<file path="src/rtl/id_stage_reg.sv">
// ID/EXE pipeline register: carries decoded control, operands and the C flag
// into EXE, turning flushed or illegal instructions into bubbles.
module id_stage_reg #(
    parameter int DATA_W = 32
) (
    input  logic              clk,
    input  logic              rst,
    input  logic              flush,
    input  logic              freeze,
    input  logic              MEM_r_en_in,
    input  logic              MEM_w_en_in,
    input  logic              WB_en_in,
    input  logic              s_in,
    input  logic              b_in,
    input  logic [3:0]        exec_cmd_in,
    input  logic [DATA_W-1:0] pc_in,
    input  logic [DATA_W-1:0] val_rn_in,
    input  logic [DATA_W-1:0] val_rm_in,
    input  logic              imm_in,
    input  logic [11:0]       shift_operand_in,
    input  logic [23:0]       signed_imm_24_in,
    input  logic [3:0]        dest_in,
    input  logic [3:0]        src1_in,
    input  logic [3:0]        src2_in,
    input  logic              carry_in,
    output logic              MEM_r_en_out,
    output logic              MEM_w_en_out,
    output logic              WB_en_out,
    output logic              s_out,
    output logic              b_out,
    output logic [3:0]        exec_cmd_out,
    output logic [DATA_W-1:0] pc_out,
    output logic [DATA_W-1:0] val_rn_out,
    output logic [DATA_W-1:0] val_rm_out,
    output logic              imm_out,
    output logic [11:0]       shift_operand_out,
    output logic [23:0]       signed_imm_24_out,
    output logic [3:0]        dest_out,
    output logic [3:0]        src1_out,
    output logic [3:0]        src2_out,
    output logic              carry_out,
    output logic              valid_out,
    output logic [7:0]        squash_count
);

    // A simultaneous memory read and write is a decoder fault: drop it
    // as a bubble, but only a real flush counts as a squash.
    logic illegal_mem;
    logic capture;

    assign illegal_mem = MEM_r_en_in & MEM_w_en_in;
    assign capture     = ~flush & ~illegal_mem;

    always_ff @(posedge clk or posedge rst) begin
        if (rst) begin
            MEM_r_en_out      <= 1'b0;
            MEM_w_en_out      <= 1'b0;
            WB_en_out         <= 1'b0;
            s_out             <= 1'b0;
            b_out             <= 1'b0;
            exec_cmd_out      <= 4'd0;
            pc_out            <= '0;
            val_rn_out        <= '0;
            val_rm_out        <= '0;
            imm_out           <= 1'b0;
            shift_operand_out <= 12'd0;
            signed_imm_24_out <= 24'd0;
            dest_out          <= 4'd0;
            src1_out          <= 4'd0;
            src2_out          <= 4'd0;
            carry_out         <= 1'b0;
            valid_out         <= 1'b0;
            squash_count      <= 8'd0;
        end else if (!freeze) begin
            MEM_r_en_out      <= capture & MEM_r_en_in;
            MEM_w_en_out      <= capture & MEM_w_en_in;
            WB_en_out         <= capture & WB_en_in;
            s_out             <= capture & s_in;
            b_out             <= capture & b_in;
            exec_cmd_out      <= capture ? exec_cmd_in      : 4'd0;
            pc_out            <= capture ? pc_in            : '0;
            val_rn_out        <= capture ? val_rn_in        : '0;
            val_rm_out        <= capture ? val_rm_in        : '0;
            imm_out           <= capture & imm_in;
            shift_operand_out <= capture ? shift_operand_in : 12'd0;
            signed_imm_24_out <= capture ? signed_imm_24_in : 24'd0;
            dest_out          <= capture ? dest_in          : 4'd0;
            src1_out          <= capture ? src1_in          : 4'd0;
            src2_out          <= capture ? src2_in          : 4'd0;
            carry_out         <= capture & carry_in;
            valid_out         <= capture;
            if (flush && squash_count != 8'hFF) begin
                squash_count <= squash_count + 8'd1;
            end
        end
    end

endmodule

</file>
<file path="config.mk">
export PLATFORM = sky130hd
export DESIGN_NAME = id_stage_reg
export DESIGN_NICKNAME = d
export VERILOG_FILES = /design/src/rtl/id_stage_reg.sv
export SDC_FILE = /design/constraint.sdc
export NUM_CORES = 1
export LEC_CHECK = 0
export CAP_MARGIN = 20
export CORE_AREA = 2 2 114 160
export CTS_CLUSTER_DIAMETER = 60
export DETAILED_ROUTE_END_ITERATION = 7
export DIE_AREA = 0 0 116 162
export PLACE_DENSITY = 0.82
export SETUP_SLACK_MARGIN = 0.02
export SLEW_MARGIN = 15
export SYNTH_ARGS = -nofsm -noshare
export SYNTH_HDL_FRONTEND = slang
export SYNTH_SLANG_ARGS = --single-unit
</file>
<file path="constraint.sdc">
create_clock -name clk -period 5.74 [get_ports clk]
set_input_delay 1.722 -clock clk [delete_from_list [all_inputs] [get_ports clk]]
set_output_delay 1.722 -clock clk [all_outputs]
set_load 0.02 [all_outputs]
</file>
==> key figures <==
Global routing
  • Initial antenna violation count: 0
  • GRT Total Usage: 18.1%
  • First-pass GRT wire length: 26.3 mm
  • Pin count of the biggest net entering global routing: 157
  • GRT overflow: 0
  • Number of global-route vias before repair: 4971

Setup path
  • Crit path DAT: 1.54 ns
  • CP Launch Type: flip-flop
  • CP top delay family: buffers and inverters
  • Reg-to-reg critical path startpoint: squash_count[0]
  • Critical Path RT: 4.02 ns
  • WP buf/inv: 1
  • Crit-path max cell delay: 0.67 ns
  • Setup crit end kind: primary output
  • WP depth: 1
  • Worst R2R End: squash_count[1]
  • R2r setup slk: 4.16 ns
  • Setup CP Type: reg -> out
  • FF-to-FF path depth: 4
  • Critical path fanouts, max: 7
  • Slowest stage cell, crit path: clkdlybuf4s50_1
  • CP Cell Sequence: clkdlybuf4s50_1

CTS
  • Clk buf depth: 2
  • Clock transition at path regs: 0.07 ns
  • Hold-fix buffers at CTS: 0
  • Root Buffer: clkbuf_16
  • H-tree depth: 4
  • Clock tree sinks: 164
  • Resized cells post-CTS: 0
  • Clock Latency Late Sink: 0.41 ns
  • Number of CTS-inserted buffers: 17
  • Post-CTS setup buffer count: 0
  • CTS tree: yes

Layout
  • Fill cell count: 1421
  • Share of cells above drive strength 1: 6.21%
  • Final net count: 856
  • Area occupied by multi-input gates: 0.00162 sq mm
  • Ant. Diodes: 0
  • Area grow syn2layout: 65.6%
  • Reg area: 0.00410 sq mm

Logic synthesis
  • Yosys warns: 0
  • Synth top area share: 69.0%
  • Mapped cell area: 0.00595 sq mm
  • Synth Instances: 387
  • EDFF count, synth: 0
  • Avg Inst Size Synth: 15.4 sq um
  • FFs w/ async S/R, synth: 100%
  • Post-synth top area cell: dfrtp_1
  • Most common cell in the netlist: dfrtp_1
  • Most frequent cells after synthesis: 164 x dfrtp_1, 155 x a22o_1, 13 x clkbuf_1
  • Area contributors post-synth: dfrtp_1 69%, a22o_1 23%, buf_6 1.9%, clkbuf_1 0.82%, buf_4 0.76%
  • Syn Nets: 547
  • Seq cells post-synth: 164
  • Main synth FF type: dfrtp_1
  • Synth cell types: 29
  • Seq/Total Area, Yosys: 69.0%

STA
  • Final Max Slew Viols: 0
  • Fmax: 307 MHz
  • Final worst slack: 2.48 ns
  • Min Tclk post-route: 3.26 ns
  • Worst slew margin: 40.2%
  • RSZ-0062 raised after global routing: false
  • Final worst-path cycle share: 56.8%
  • Fin Setup TNS: 0 ns
  • Skew final: 0.0113 ns
  • Endpoints failing setup: 0
  • Worst-margin pin slew: 0.897 ns
  • Hold Vio Cnt, Final: 0

Floorplanning
  • Cell Rows: 57
  • Core area: 0.0173 sq mm
  • Initial Util: 34.5%
  • Die H: 162 um
  • Die W: 116 um
  • I/O pin count: 323
  • Die area: 0.0188 sq mm

Run status
  • Status: completed

Route
  • Vias: 4661
  • Initial DRT Pass Iterations: 4
  • Initial drt markers: 374
  • Drt drc: 0
  • Antenna viol nets, final: 0
  • DR vias/cell: 4.93
  • Routed len/inst: 18.1 um
  • Final wirelength: 17.1 mm

Pwr
  • Overall Power: 0.00308 W
  • Pwr dens: 312 mW/mm^2
  • Worst vdd ir: 0.000166 V
  • P_leak: 4.32 nW

Place
  • Count of port buffers added during placement: 322
  • RD Place Congestion: 0.758
  • Worst slack, placed: 2.22 ns
  • HPWL Detailed: 11.7 mm

Min path
  • Worst Hold Endpoint: valid_out
  • Worst min-delay path class: reg -> reg
  • WHS Path Cells: 1
  • Hold Startpoint: valid_out

Flow run
  • Max-Cap Viols: 0
## how the worst max path moves through the flow
stage                     from               to  slack, ns
2_1_floorplan              rst     MEM_r_en_out       1.93
3_3_place_gp            freeze   val_rn_out[23]       2.24
3_5_place_dp            freeze        pc_out[7]       2.22
4_1_cts        squash_count[3]  squash_count[3]       2.47
5_1_grt        squash_count[4]  squash_count[4]       2.42
6_report       squash_count[3]  squash_count[3]       2.48
## logic make-up after synthesis
group	Yosys count	synth area share (%)
muxes	2	0.378
adders and majority gates	1	0.210
and+or+nand+nor	17	1.96
DFF	164	69.0
buffers and inverters	36	4.04
AOI/OAI and AO/OA	163	23.9
xor gates and xnor gates	4	0.589
## flip-flops by register name (all words and copies together), names as in the netlist, 4 cells and up
register           count
dest_out               4
exec_cmd_out           4
pc_out                32
shift_operand_out     12
signed_imm_24_out     24
squash_count           8
src1_out               4
src2_out               4
val_rm_out            32
val_rn_out            32
## layout by cell type (no fill, tap or decap), drive strengths merged
cell / count
a21o: 1
clkinv: 4
inv: 6
and4: 1
nor2: 2
clkinvlp: 4
nor4: 2
o21ai: 1
ha: 1
o2111ai: 2
and2b: 1
xor2: 2
and2: 1
o21a: 1
nand4b: 1
clkbuf: 19
mux2: 2
a211oi: 1
buf: 4
and3: 1
clkdlybuf4s50: 321
nand3: 2
nand2: 3
nand2b: 1
a22o: 155
nand4: 1
xnor2: 2
nor3: 1
a21oi: 2
dfrtp: 164
## area by class of cell
| type | instances | area share [%] |
|---|---|---|
| Clock inverter | 13 | 1.16 |
| Clock buffer | 19 | 4.60 |
| Sequential cell | 164 | 41.6 |
| Timing Repair Buffer | 325 | 33.2 |
| Multi-Input combinational cell | 187 | 16.4 |
| Inverter | 1 | 0.0762 |
| Tap cell | 236 | 3.00 |
## through the flow
stage | instances | hold WS [ns] | util [%] | cell area [sq um]
global route | 945 | 0.517 | 57.1 | 9860
detailed placement | 913 | 0.485 | 53.8 | 9290
global placement | 913 | 0.462 | 53.8 | 9290
floorplan | 387 | 0.598 | - | 5960
CTS | 945 | 0.501 | 57.1 | 9860
finish | 945 | 0.500 | 57.1 | 9860
## power breakdown
group	switching (W)	total, W	internal, W
logic	0.000300	0.000651	0.000351
clock network	0.000497	0.00109	0.000591
registers	0.0000807	0.00134	0.00126
## per-layer routing
metal  vias to the layer above  share of wire (%)  GRT usage (%)
met5                         -                  0              0
met4                         0                2.3           6.82
met3                        24                9.3           6.42
met2                       236                 50           30.6
met1                      2294                 39           20.9
li1                       2107                  -              -
Note: power is estimated with default switching activity, not from simulation.
==> RTL change: new RTL, same settings <==
`DATA_W`: 32 -> 48.
--- a/src/rtl/id_stage_reg.sv
+++ b/src/rtl/id_stage_reg.sv
@@ -1,7 +1,7 @@
 // ID/EXE pipeline register: carries decoded control, operands and the C flag
 // into EXE, turning flushed or illegal instructions into bubbles.
 module id_stage_reg #(
-    parameter int DATA_W = 32
+    parameter int DATA_W = 48
 ) (
     input  logic              clk,
     input  logic              rst,
Interface: changed (6 resized); port bits go from 323 to 419. No check against the original RTL was run, so the function may have changed too.
==> RTL change against the original RTL <==
- sequential cell count rose by 48
- setup slack worse by 0.076 ns
- total power is 28% higher
- hold slack got worse by 0.022 ns
- wire length up 42%
- synthesized area rose by 26%
- critical path type unchanged
- final area is 28% higher
- critical path depth is the same
- clock skew shrank 0.0062 ns
==> RTL change: results (changes against the original RTL) <==
PLACEMENT
-------------------------------------------------------------------------------------------
IO buf count .................................................................          418   +30%
Number of placed cells counting well taps ....................................         1107   +21%
Half-perimeter wire length after placement ...................................      17.2 mm   +47%
Final Wtd Congestion .........................................................        0.823   +8.6%
Total placed instance area ...................................................  11900 sq um   +28%

CELLS AND AREA
-------------------------------------------------------------------------------------------
Fillers ......................................................................         1172   -18%
Top Registers ................................................................ pc_out x48, val_rm_out x48, val_rn_out x48
Fraction of final layout cells with drive strength greater than 1 ............        4.74%   -1.5 points

SETUP PATH
-------------------------------------------------------------------------------------------
Worst-case register-to-register setup slack ..................................      4.03 ns   -0.13 ns
Launching instance or port of the critical path .............................. squash_count[3]
Data arrival time of the worst path ..........................................      1.61 ns   +0.07 ns

YOSYS
-------------------------------------------------------------------------------------------
Most frequent cells after synthesis .......................................... 212 x sky130_fd_sc_hd__dfrtp_1, 203 x sky130_fd_sc_hd__a22o_1, 24 x sky130_fd_sc_hd__clkbuf_1
Largest cells by area after synthesis ........................................ sky130_fd_sc_hd__dfrtp_1 71%, sky130_fd_sc_hd__a22o_1 24%, sky130_fd_sc_hd__buf_2 1.3%
Adder-Cell Fraction of Synth Area ............................................       0.167%   -0.044 points
Count of unique library cells instantiated by Yosys ..........................           28   -3.4%
Sequential fraction of the synthesis area ....................................        70.6%   +1.7 points
Xor/xnor share of the synthesized area .......................................       0.466%   -0.12 points
Synthesized netlist net count ................................................          701   +28%
Multiplexer area fraction after synthesis ....................................       0.300%   -0.079 points
Post-synthesis area per instance .............................................   15.2 sq um   -0.91%

CTS
-------------------------------------------------------------------------------------------
Total number of H-tree levels ................................................            1   -3
Number of buffers created by CTS .............................................           21   +4
Buffer depth of the longest clock path .......................................            3   +1
Worst-skew pair later-pin latency ............................................      0.48 ns   +0.07 ns

GLOBAL ROUTING
-------------------------------------------------------------------------------------------
Pin count of the biggest net entering global routing .........................          205   +31%
Number of antenna violations at the first check in global routing ............            2   +2
GRT Total Usage ..............................................................        25.0%   +6.9 points
Number of global-route vias before repair ....................................         6271   +26%
Wire length of the first global-routing pass .................................      36.1 mm   +37%

PWR
-------------------------------------------------------------------------------------------
Peak supply drop .............................................................   0.000225 V   +36%
Static Leakage ...............................................................      5.57 nW   +29%

TIMING
-------------------------------------------------------------------------------------------
Max Clock Freq ...............................................................      300 MHz   -2.3%
Actual slew at the worst max-slew pin ........................................     0.926 ns   +0.0288 ns
Clock Skews ..................................................................   0.00506 ns   -0.00620 ns

ROUTING
-------------------------------------------------------------------------------------------
Number of design-rule violations left by the first detailed-router iteration .          412   +10%
Sum of routed wire length over all layers ....................................      24.3 mm   +42%

MIN PATH
-------------------------------------------------------------------------------------------
Number of cells on the worst hold path .......................................            1   unchanged

OUTCOME
-------------------------------------------------------------------------------------------
Run status ...................................................................    completed

## RTL change: power breakdown
| group | leakage (nW) | internal, W | switching, W |
|---|---|---|---|
| combinational | 2.42 | 0.000439 | 0.000380 |
| clock | 0.349 | 0.000857 | 0.000551 |
| sequential | 2.80 | 0.00162 | 0.0000991 |
| total | 5.57 | 0.00292 | 0.00103 |
## RTL change: per-layer routing
metal | track usage (%) | up-vias | wire length, microns
li1 | - | 2708 | -
met1 | 29.2 | 3006 | 8810
met2 | 43.2 | 313 | 12400
met3 | 7.13 | 54 | 2260
met4 | 10.0 | 0 | 885
met5 | 0 | - | 0
## RTL change: worst max-delay path by stage
stage,to,slack [ns],depth (start not counted)
floorplan,MEM_r_en_out,1.26,1
global placement,val_rm_out[6],2.07,4
detailed placement,val_rm_out[29],2.09,4
CTS,squash_count[3],2.38,1
global route,squash_count[4],2.37,1
finish,squash_count[3],2.41,1
## RTL change: cell families (layout without fill, tap and decap cells)
logic type                 Yosys count  in the layout
and+or+nand+nor                     17             17
DFF                                212            212
muxes                                2              2
xor gates and xnor gates             4              4
AOI/OAI and AO/OA                  211            211
buffers and inverters               46            460
other                                0              2
adders and majority gates            1              1
## RTL change: cell type report
| class | count | area share (%) |
|---|---|---|
| Antenna cell | 2 | 0.0398 |
| Clock buffer | 28 | 4.70 |
| Clock inverter | 8 | 0.935 |
| Inverter | 1 | 0.0597 |
| Multi-Input combinational cell | 235 | 16.0 |
| Sequential cell | 212 | 42.2 |
| Tap cell | 236 | 2.35 |
| Timing Repair Buffer | 423 | 33.8 |
## RTL change: stage by stage
stage	hold slack, ns	worst slack, ns	utilization, %	total power (W)
3_5_place_dp	0.468	2.09	68.8	0.00257
2_1_floorplan	0.599	1.26	-	0.00208
4_1_cts	0.483	2.38	72.9	0.00398
6_report	0.478	2.41	72.9	0.00395
3_3_place_gp	0.464	2.07	68.8	0.00255
5_1_grt	0.514	2.37	72.9	0.00410
